--- src/rtl/exc_pkg.sv ---
// Shared exception codes, FSM state encoding and per-stage exception record
// for the exception/interrupt sequencer.
package exc_pkg;

  localparam logic [4:0] EXC_INT     = 5'd0;
  localparam logic [4:0] EXC_ADEL    = 5'd4;
  localparam logic [4:0] EXC_ADES    = 5'd5;
  localparam logic [4:0] EXC_SYSCALL = 5'd8;
  localparam logic [4:0] EXC_RI      = 5'd10;
  localparam logic [4:0] EXC_OV      = 5'd12;

  localparam logic [31:0] HANDLER_PC_DEFAULT = 32'h0000_4180;

  typedef enum logic [1:0] {
    ST_RUN,
    ST_TRAP,
    ST_ERET
  } exc_state_t;

  typedef struct packed {
    logic [4:0]  code;
    logic [31:0] pc;
    logic        bd;
    logic        eret;
  } exc_rec_t;

  // An instruction keeps the first exception it raised; later stages only fill an empty slot.
  function automatic logic [4:0] first_exc(input logic [4:0] carried, input logic [4:0] local_code);
    return (carried != EXC_INT) ? carried : local_code;
  endfunction

endpackage

--- src/rtl/exc_stage_reg.sv ---
// One pipeline exception record register with flush, bubble and load controls.
// Flush wins over bubble, which wins over load; with none asserted the record holds.
module exc_stage_reg
  import exc_pkg::*;
(
  input  logic     clk,
  input  logic     reset,
  input  logic     load,
  input  logic     bubble,
  input  logic     flush,
  input  exc_rec_t d,
  output exc_rec_t q
);

  // A bubble keeps pc/bd so an interrupt taken on it still saves a real return address.
  always_ff @(posedge clk or posedge reset) begin
    if (reset) begin
      q <= '0;
    end else if (flush) begin
      q <= '0;
    end else if (bubble) begin
      q <= '{code: EXC_INT, pc: d.pc, bd: d.bd, eret: 1'b0};
    end else if (load) begin
      q <= d;
    end
  end

endmodule

--- src/rtl/exc_flow_ctrl.sv ---
// Exception/interrupt sequencer: carries first-raised exception info from D to M,
// presents it to CP0, and sequences the trap / eret flush-redirect handshakes.
module exc_flow_ctrl
  import exc_pkg::*;
#(
  parameter logic [31:0] HANDLER_PC = HANDLER_PC_DEFAULT
) (
  input  logic        clk,
  input  logic        reset,
  input  logic        stall_d,
  input  logic [4:0]  f_exc,
  input  logic [31:0] f_pc,
  input  logic        f_bd,
  input  logic [4:0]  d_exc,
  input  logic        d_eret,
  input  logic [4:0]  e_exc,
  input  logic [4:0]  m_exc,
  input  logic        cp0_req,
  input  logic [31:0] cp0_epc,
  output logic [4:0]  m_exc_code,
  output logic [31:0] m_pc,
  output logic        m_bd,
  output logic        eret_clr,
  output logic        flush_all,
  output logic        redirect,
  output logic [31:0] redirect_pc
);

  exc_state_t  state, state_next;
  exc_rec_t    f_rec, d_q, d_fwd, e_q, e_fwd, m_q;
  logic [31:0] epc_q;
  logic        eret_take;
  logic        unused_d_eret;

  assign f_rec         = '{code: f_exc, pc: f_pc, bd: f_bd, eret: 1'b0};
  assign unused_d_eret = d_q.eret;

  // eret is decoded in D and only counts when the instruction has not already faulted.
  always_comb begin
    d_fwd      = d_q;
    d_fwd.code = first_exc(d_q.code, d_exc);
    d_fwd.eret = d_eret && (d_q.code == EXC_INT) && (d_exc == EXC_INT);
  end

  always_comb begin
    e_fwd      = e_q;
    e_fwd.code = first_exc(e_q.code, e_exc);
  end

  exc_stage_reg u_d_rec (
    .clk    (clk),
    .reset  (reset),
    .load   (!stall_d),
    .bubble (1'b0),
    .flush  (flush_all),
    .d      (f_rec),
    .q      (d_q)
  );

  exc_stage_reg u_e_rec (
    .clk    (clk),
    .reset  (reset),
    .load   (1'b1),
    .bubble (stall_d),
    .flush  (flush_all),
    .d      (d_fwd),
    .q      (e_q)
  );

  exc_stage_reg u_m_rec (
    .clk    (clk),
    .reset  (reset),
    .load   (1'b1),
    .bubble (1'b0),
    .flush  (flush_all),
    .d      (e_fwd),
    .q      (m_q)
  );

  // A trap request always beats an eret reaching M in the same cycle.
  assign eret_take = !cp0_req && m_q.eret;

  always_ff @(posedge clk or posedge reset) begin
    if (reset) begin
      state <= ST_RUN;
      epc_q <= '0;
    end else begin
      state <= state_next;
      if (state == ST_RUN && eret_take) begin
        epc_q <= cp0_epc;
      end
    end
  end

  always_comb begin
    state_next = state;
    case (state)
      ST_RUN: begin
        if (cp0_req) begin
          state_next = ST_TRAP;
        end else if (m_q.eret) begin
          state_next = ST_ERET;
        end
      end
      ST_TRAP: state_next = ST_RUN;
      ST_ERET: state_next = ST_RUN;
      default: state_next = ST_RUN;
    endcase
  end

  // During the redirect cycle the exception code is held at 0 so CP0 cannot re-trap.
  always_comb begin
    m_exc_code  = EXC_INT;
    m_pc        = m_q.pc;
    m_bd        = m_q.bd;
    eret_clr    = 1'b0;
    flush_all   = 1'b0;
    redirect    = 1'b0;
    redirect_pc = '0;
    case (state)
      ST_RUN: begin
        m_exc_code = first_exc(m_q.code, m_exc);
        flush_all  = cp0_req || m_q.eret;
        eret_clr   = eret_take;
      end
      ST_TRAP: begin
        flush_all   = 1'b1;
        redirect    = 1'b1;
        redirect_pc = HANDLER_PC;
      end
      ST_ERET: begin
        flush_all   = 1'b1;
        redirect    = 1'b1;
        redirect_pc = epc_q;
      end
      default: begin
        m_exc_code = EXC_INT;
      end
    endcase
  end

endmodule

--- config.mk ---
export PLATFORM = sky130hd
export DESIGN_NAME = exc_flow_ctrl
export DESIGN_NICKNAME = d
export VERILOG_FILES = /design/src/rtl/exc_pkg.sv /design/src/rtl/exc_stage_reg.sv /design/src/rtl/exc_flow_ctrl.sv
export SDC_FILE = /design/constraint.sdc
export NUM_CORES = 1
export LEC_CHECK = 0
export CORE_UTILIZATION = 40
export DETAILED_ROUTE_END_ITERATION = 6
export PLACE_DENSITY = 0.68
export SYNTH_ARGS = -nofsm -noshare
export SYNTH_HDL_FRONTEND = slang
export SYNTH_SLANG_ARGS = --single-unit
--- constraint.sdc ---
create_clock -name clk -period 18.7 [get_ports clk]
set_clock_uncertainty 0.1 [all_clocks]
set_input_delay 5.61 -clock clk [delete_from_list [all_inputs] [get_ports clk]]
set_output_delay 5.61 -clock clk [all_outputs]
set_load 0.03 [all_outputs]
# Word level (Yosys, flattened, before mapping)
# Cells that the tools add are included.
dict set report word_totals {
  out_inout_bits 73
  rom_bits 0
  latchBits 0
  ram_bits 0
  reg_bits 150
  memories 0
}
dict set report classes {
  order_cmp 0
  n_reduce_logical 13
  n_mul 0
  n_shift 0
  bitwise_logic 0
  n_div 0
  n_mux 16
  add_sub_neg 0
  n_eq_ne 4
}
# operator count
set ops {}
lappend ops {{$mux 39} 5}
lappend ops {{$pmux 32 s2} 1}
lappend ops {{$mux 5} 4}
lappend ops {{$reduce_bool 5->1} 3}
lappend ops {{$logic_not 5->1} 2}
lappend ops {{$mux 2} 3}
lappend ops {{$logic_and 1x1->1} 4}
lappend ops {{$ne 3x2->1 const B} 1}
lappend ops {{$eq 2x1->1 const B} 1}
lappend ops {{$eq 2x2->1 const B} 1}
lappend ops {{$logic_not 2->1} 1}
lappend ops {{$mux 1} 2}
lappend ops {{$ne 2x1->1 const B} 1}
lappend ops {{$pmux 1 s2} 1}
lappend ops {{$reduce_or 2->1} 1}
lappend ops {{$logic_not 1->1} 1}
lappend ops {{$logic_or 1x1->1} 1}

# Depth between registers and ports, before layout
dict set report logic_depth {
  depth_word 5
  ltp_mapped 8
  depth_no_buf 5
}

# By module
# From an unflattened synthesis, not the netlist that was laid out.
dict set report unflattened {
  cells_unflattened 676
  area_unflattened_um2 7318.3
}
# mod area_per_inst_um2 instances cells_per_inst
set modules_own_cells {}
lappend modules_own_cells {exc_stage_reg 1783.0 3 171}
lappend modules_own_cells {exc_flow_ctrl 1969.4 1 163}

# Worst setup path before layout
# OpenSTA, ideal clock, no wires.
dict set report synth_path {
  kind {input to output}
  start {in cp0_req}
  end {out eret_clr}
  arrival_time_ns 6.260
  setup_slack_ns 6.730
  required_ns 12.990
  path_stages 3
  cell_sequence {nand3b_2 > buf_2 > inv_1}
}
dict set report synth_between {
  elab_chain_cells 3
}
# element line_no
set synth_lines {}
lappend synth_lines {{start: declaration} exc_flow_ctrl.sv:18} ;# input logic cp0_req,
lappend synth_lines {{$logic_not 1->1} exc_flow_ctrl.sv:81} ;# assign eret_take = !cp0_req && m_q.eret;
lappend synth_lines {{$logic_and 1x1->1} exc_flow_ctrl.sv:81}
lappend synth_lines {{$mux 1} exc_flow_ctrl.sv:120} ;# case (state)
lappend synth_lines {{end: declaration} exc_flow_ctrl.sv:23} ;# output logic eret_clr,
# No other way between the ends.

# Final worst setup path
dict set report layout_path {
  start {in cp0_req}
  end {out flush_all}
}
dict set report layout_between {
  elab_chain_cells 2
}
# element line_no
set layout_lines {}
lappend layout_lines {{$logic_or 1x1->1} exc_flow_ctrl.sv:123} ;# flush_all = cp0_req || m_q.eret;
lappend layout_lines {{$pmux 1 s2} exc_flow_ctrl.sv:120}
lappend layout_lines {{end: declaration} exc_flow_ctrl.sv:24} ;# output logic flush_all,
# No other way between the ends.

==> results.sh <==
export IMPL_outcome="complete, but fails checks"
export IMPL_violations="DRC"
export IMPL_clk_pin_slew_worst_paths_ns=0.06
export IMPL_grt_pass1_wl_um=18400
export IMPL_yosysTopAreaCell="dfrtp_1"
export IMPL_path_class="in -> out"
export IMPL_io_pins=163
export IMPL_worstPathArrival_ns=7.96
export IMPL_viasPerCell=4.55
export IMPL_yosys_warnings=0
export IMPL_numPortBuffers=162
export IMPL_endpoint_kind="output pin"
export IMPL_initial_core_util_pct=41.2
export IMPL_ant_nets=0
export IMPL_antennaDiodeCount=0
export IMPL_drc=32
export IMPL_cts_sinks=150
export IMPL_core_area_mm2=0.0146
export IMPL_crit_top_cell="clkdlybuf4s50_1"
export IMPL_irDropWorstVdd_v=0.0000596
export IMPL_postCtsResizedCells=0
export IMPL_insertion_delay_ns=0.41
export IMPL_cp_cell_sequence="clkdlybuf4s50_1, o21ai_1, a21oi_4, clkdlybuf4s50_1"
export IMPL_timing_final_hold_violations=0
export IMPL_cpMaxStageDelayCell="a21oi_4"
export IMPL_whs_ns=0.356
export IMPL_synth_top_area_share_pct=62.2
export IMPL_rrSetupSlack_ns=15.58
export IMPL_place_gp_congestion=0.765
export IMPL_htreeDepth=4
export IMPL_path_buf_inv=2
export IMPL_dr_wl_met3_um=792
export IMPL_avgSynthCellArea_um2=12.6
export IMPL_slowest_delay_ns=0.86
export IMPL_grt_max_degree=89
export IMPL_seq_area_frac_synth_pct=62.2
export IMPL_setup_violations=0
export IMPL_cts_buffers=17
export IMPL_post_cts_buffers=0
export IMPL_cts_tree="done"
export IMPL_vias=3651
export IMPL_firstDrtPassIters=7
export IMPL_maxSlewViolCount=0
export IMPL_critPathMaxFanout=42
export IMPL_antenna_found_initial=0
export IMPL_maxCapViolCount=0
export IMPL_leakage_nw=3.82
export IMPL_postCtsHoldBufs=0
export IMPL_worst_pin_slew_ns=1.06
export IMPL_drt_iter0_drc=157
export IMPL_syn_to_final_growth_pct=35.2
export IMPL_root_buffer="clkbuf_16"
export IMPL_top_layer_used="met4"
export IMPL_layout_drive_gt1_share_pct=11.3
export IMPL_m1WireLength_um=5240
export IMPL_cp_required_ns=12.99
export IMPL_rows=44
export IMPL_die_area_mm2=0.0156
export IMPL_r2r_cells=6
export IMPL_rr_startpoint="state[0]$_DFFE_PP0P_"
export IMPL_p_total_mw=0.973
export IMPL_routed_wirelength_um=11200
export IMPL_period_share_pct=73.1
export IMPL_crit_start="cp0_req"
export IMPL_slew_headroom_pct=29.0
export IMPL_timing_rr_end="u_d_rec.q[19]$_DFFE_PP0P_"
export IMPL_setup_tns_ns=0
export IMPL_synth_nets=572
export IMPL_grtUsageTotal_pct=15.3
export IMPL_syn_area_mm2=0.00603
export IMPL_chipWidth_um=125
export IMPL_max_freq_mhz=73.1
export IMPL_crit_path_start_kind="input port"
export IMPL_fp_dieH_um=125
export IMPL_power_density_mw_per_mm2=119
export IMPL_hp_class="reg -> reg"
export IMPL_wl_per_cell_um=14.0
export IMPL_post_synth_main_area_contributors="dfrtp_1 62%, nor2b_1 7.1%, mux2i_1 6.3%, mux2_2 6.0%, buf_4 4.1%"
export IMPL_grt_pass1_vias=3645
export IMPL_whs_endpoint="u_m_rec.q[33]$_DFF_PP0_"
export IMPL_min_path_cells=1
export IMPL_nets=700
export IMPL_hpwlAfterDp_um=7460
export IMPL_yosys_register_bits=150
export IMPL_crit_family="buffers and inverters"
export IMPL_synthCells=478
export IMPL_fin_crit_ns=13.67
export IMPL_cts_buffer_depth=2
export IMPL_ys_types=27
export IMPL_holdCritStartpoint="u_e_rec.q[33]$_DFF_PP0_"
export IMPL_routed_wl_met2_um=5010
export IMPL_overflow=0
export IMPL_rsz0062_at_grt="no"
[final cells by class]
cell class | count | area (µm²)
Clock buffer | 19 | 453
Clock inverter | 12 | 178
Fill cell | 1210 | 6490
Inverter | 11 | 46.3
Multi-Input combinational cell | 261 | 1850
Sequential cell | 150 | 3750
Tap cell | 184 | 230
Timing Repair Buffer | 165 | 1640
[worst max path at each step]
| stage | to | slack, ns | depth (start not counted) |
|---|---|---|---|
| after CTS | flush_all | 5.02 | 4 |
| after detailed placement | flush_all | 5.01 | 4 |
| final | flush_all | 5.03 | 4 |
| after global placement | flush_all | 5.07 | 4 |
| after global routing | flush_all | 4.90 | 4 |
| after floorplan | eret_clr | 6.73 | 3 |
[report_power, final]
part	leakage [nW]	internal (mW)	switching (mW)
clock	0.297	0.229	0.128
combinational	1.47	0.0933	0.130
sequential	2.06	0.371	0.0217
total	3.82	0.693	0.280
[synthesized netlist by cell type]
cell	n
clkbuf_1	3
ha_1	4
nor2b_1	68
nand2b_1	1
nand3b_1	2
a31oi_1	6
inv_1	11
o21ai_1	1
a21oi_4	1
a22o_1	3
nor3b_1	1
buf_6	4
buf_2	16
o21a_1	2
nand3_1	1
nor2_1	46
mux2i_1	38
and2_1	29
and3b_1	1
buf_4	33
nor4_1	5
nand3b_2	1
nor4b_1	1
nor3_1	10
a21oi_1	8
mux2_2	32
dfrtp_1	150
[stage by stage]
step | util [%] | std cells | instance area (µm²) | setup WS (ns)
final | 55.7 | 802 | 8150 | 5.03
after global placement | 51.4 | 771 | 7520 | 5.07
after global routing | 55.7 | 802 | 8150 | 4.90
after detailed placement | 51.4 | 771 | 7520 | 5.01
after CTS | 55.7 | 802 | 8150 | 5.02
after floorplan | - | 478 | 6030 | 6.73
[worst register-to-register path, delay by kind of cell, from the launching register on]
kind / cells / cell delay, ns
buf+inv: 2 / 0.88
compound gates: 2 / 1.04
flops: 1 / 0.40
fa+ha+maj: 1 / 0.37
simple gates: 1 / 0.17
[registers in the layout, indices dropped and copies added, names as in the netlist]
signal / cells
u_e_rec.q: 39
u_m_rec.q: 39
u_d_rec.q: 38
epc_q: 32
state: 2
[layer usage]
layer  GRT usage [%]  vias up
met3            5.41       10
met1            20.4     1750
li1                -     1774
met2            22.6      117
met4            6.53        0
met5               0        -
[kinds of logic (layout without fill, tap and decap cells)]
kind of cell             count (synthesis)  count (layout)  synth area share (%)
multiplexers                            70              70                  12.3
adder cells (fa/ha/maj)                  4               4                 0.830
AO/OA/AOI/OAI                           21              21                  2.32
AND/OR/NAND/NOR                        166             166                  15.3
buffers and inverters                   67             207                  7.05
flip-flops                             150             150                  62.2
[placed cells by master, fill, tap and decap left out, types with 8 or more instances in the layout]
master | netlist | layout
a21oi_1 | 8 | 8
and2_1 | 29 | 29
clkbuf_16 | 0 | 17
clkdlybuf4s50_1 | 0 | 161
dfrtp_1 | 150 | 150
inv_1 | 11 | 10
mux2_2 | 32 | 32
mux2i_1 | 38 | 38
nor2_1 | 46 | 46
nor2b_1 | 68 | 68
nor3_1 | 10 | 10
No activity file was read; power rests on OpenSTA's default activity.
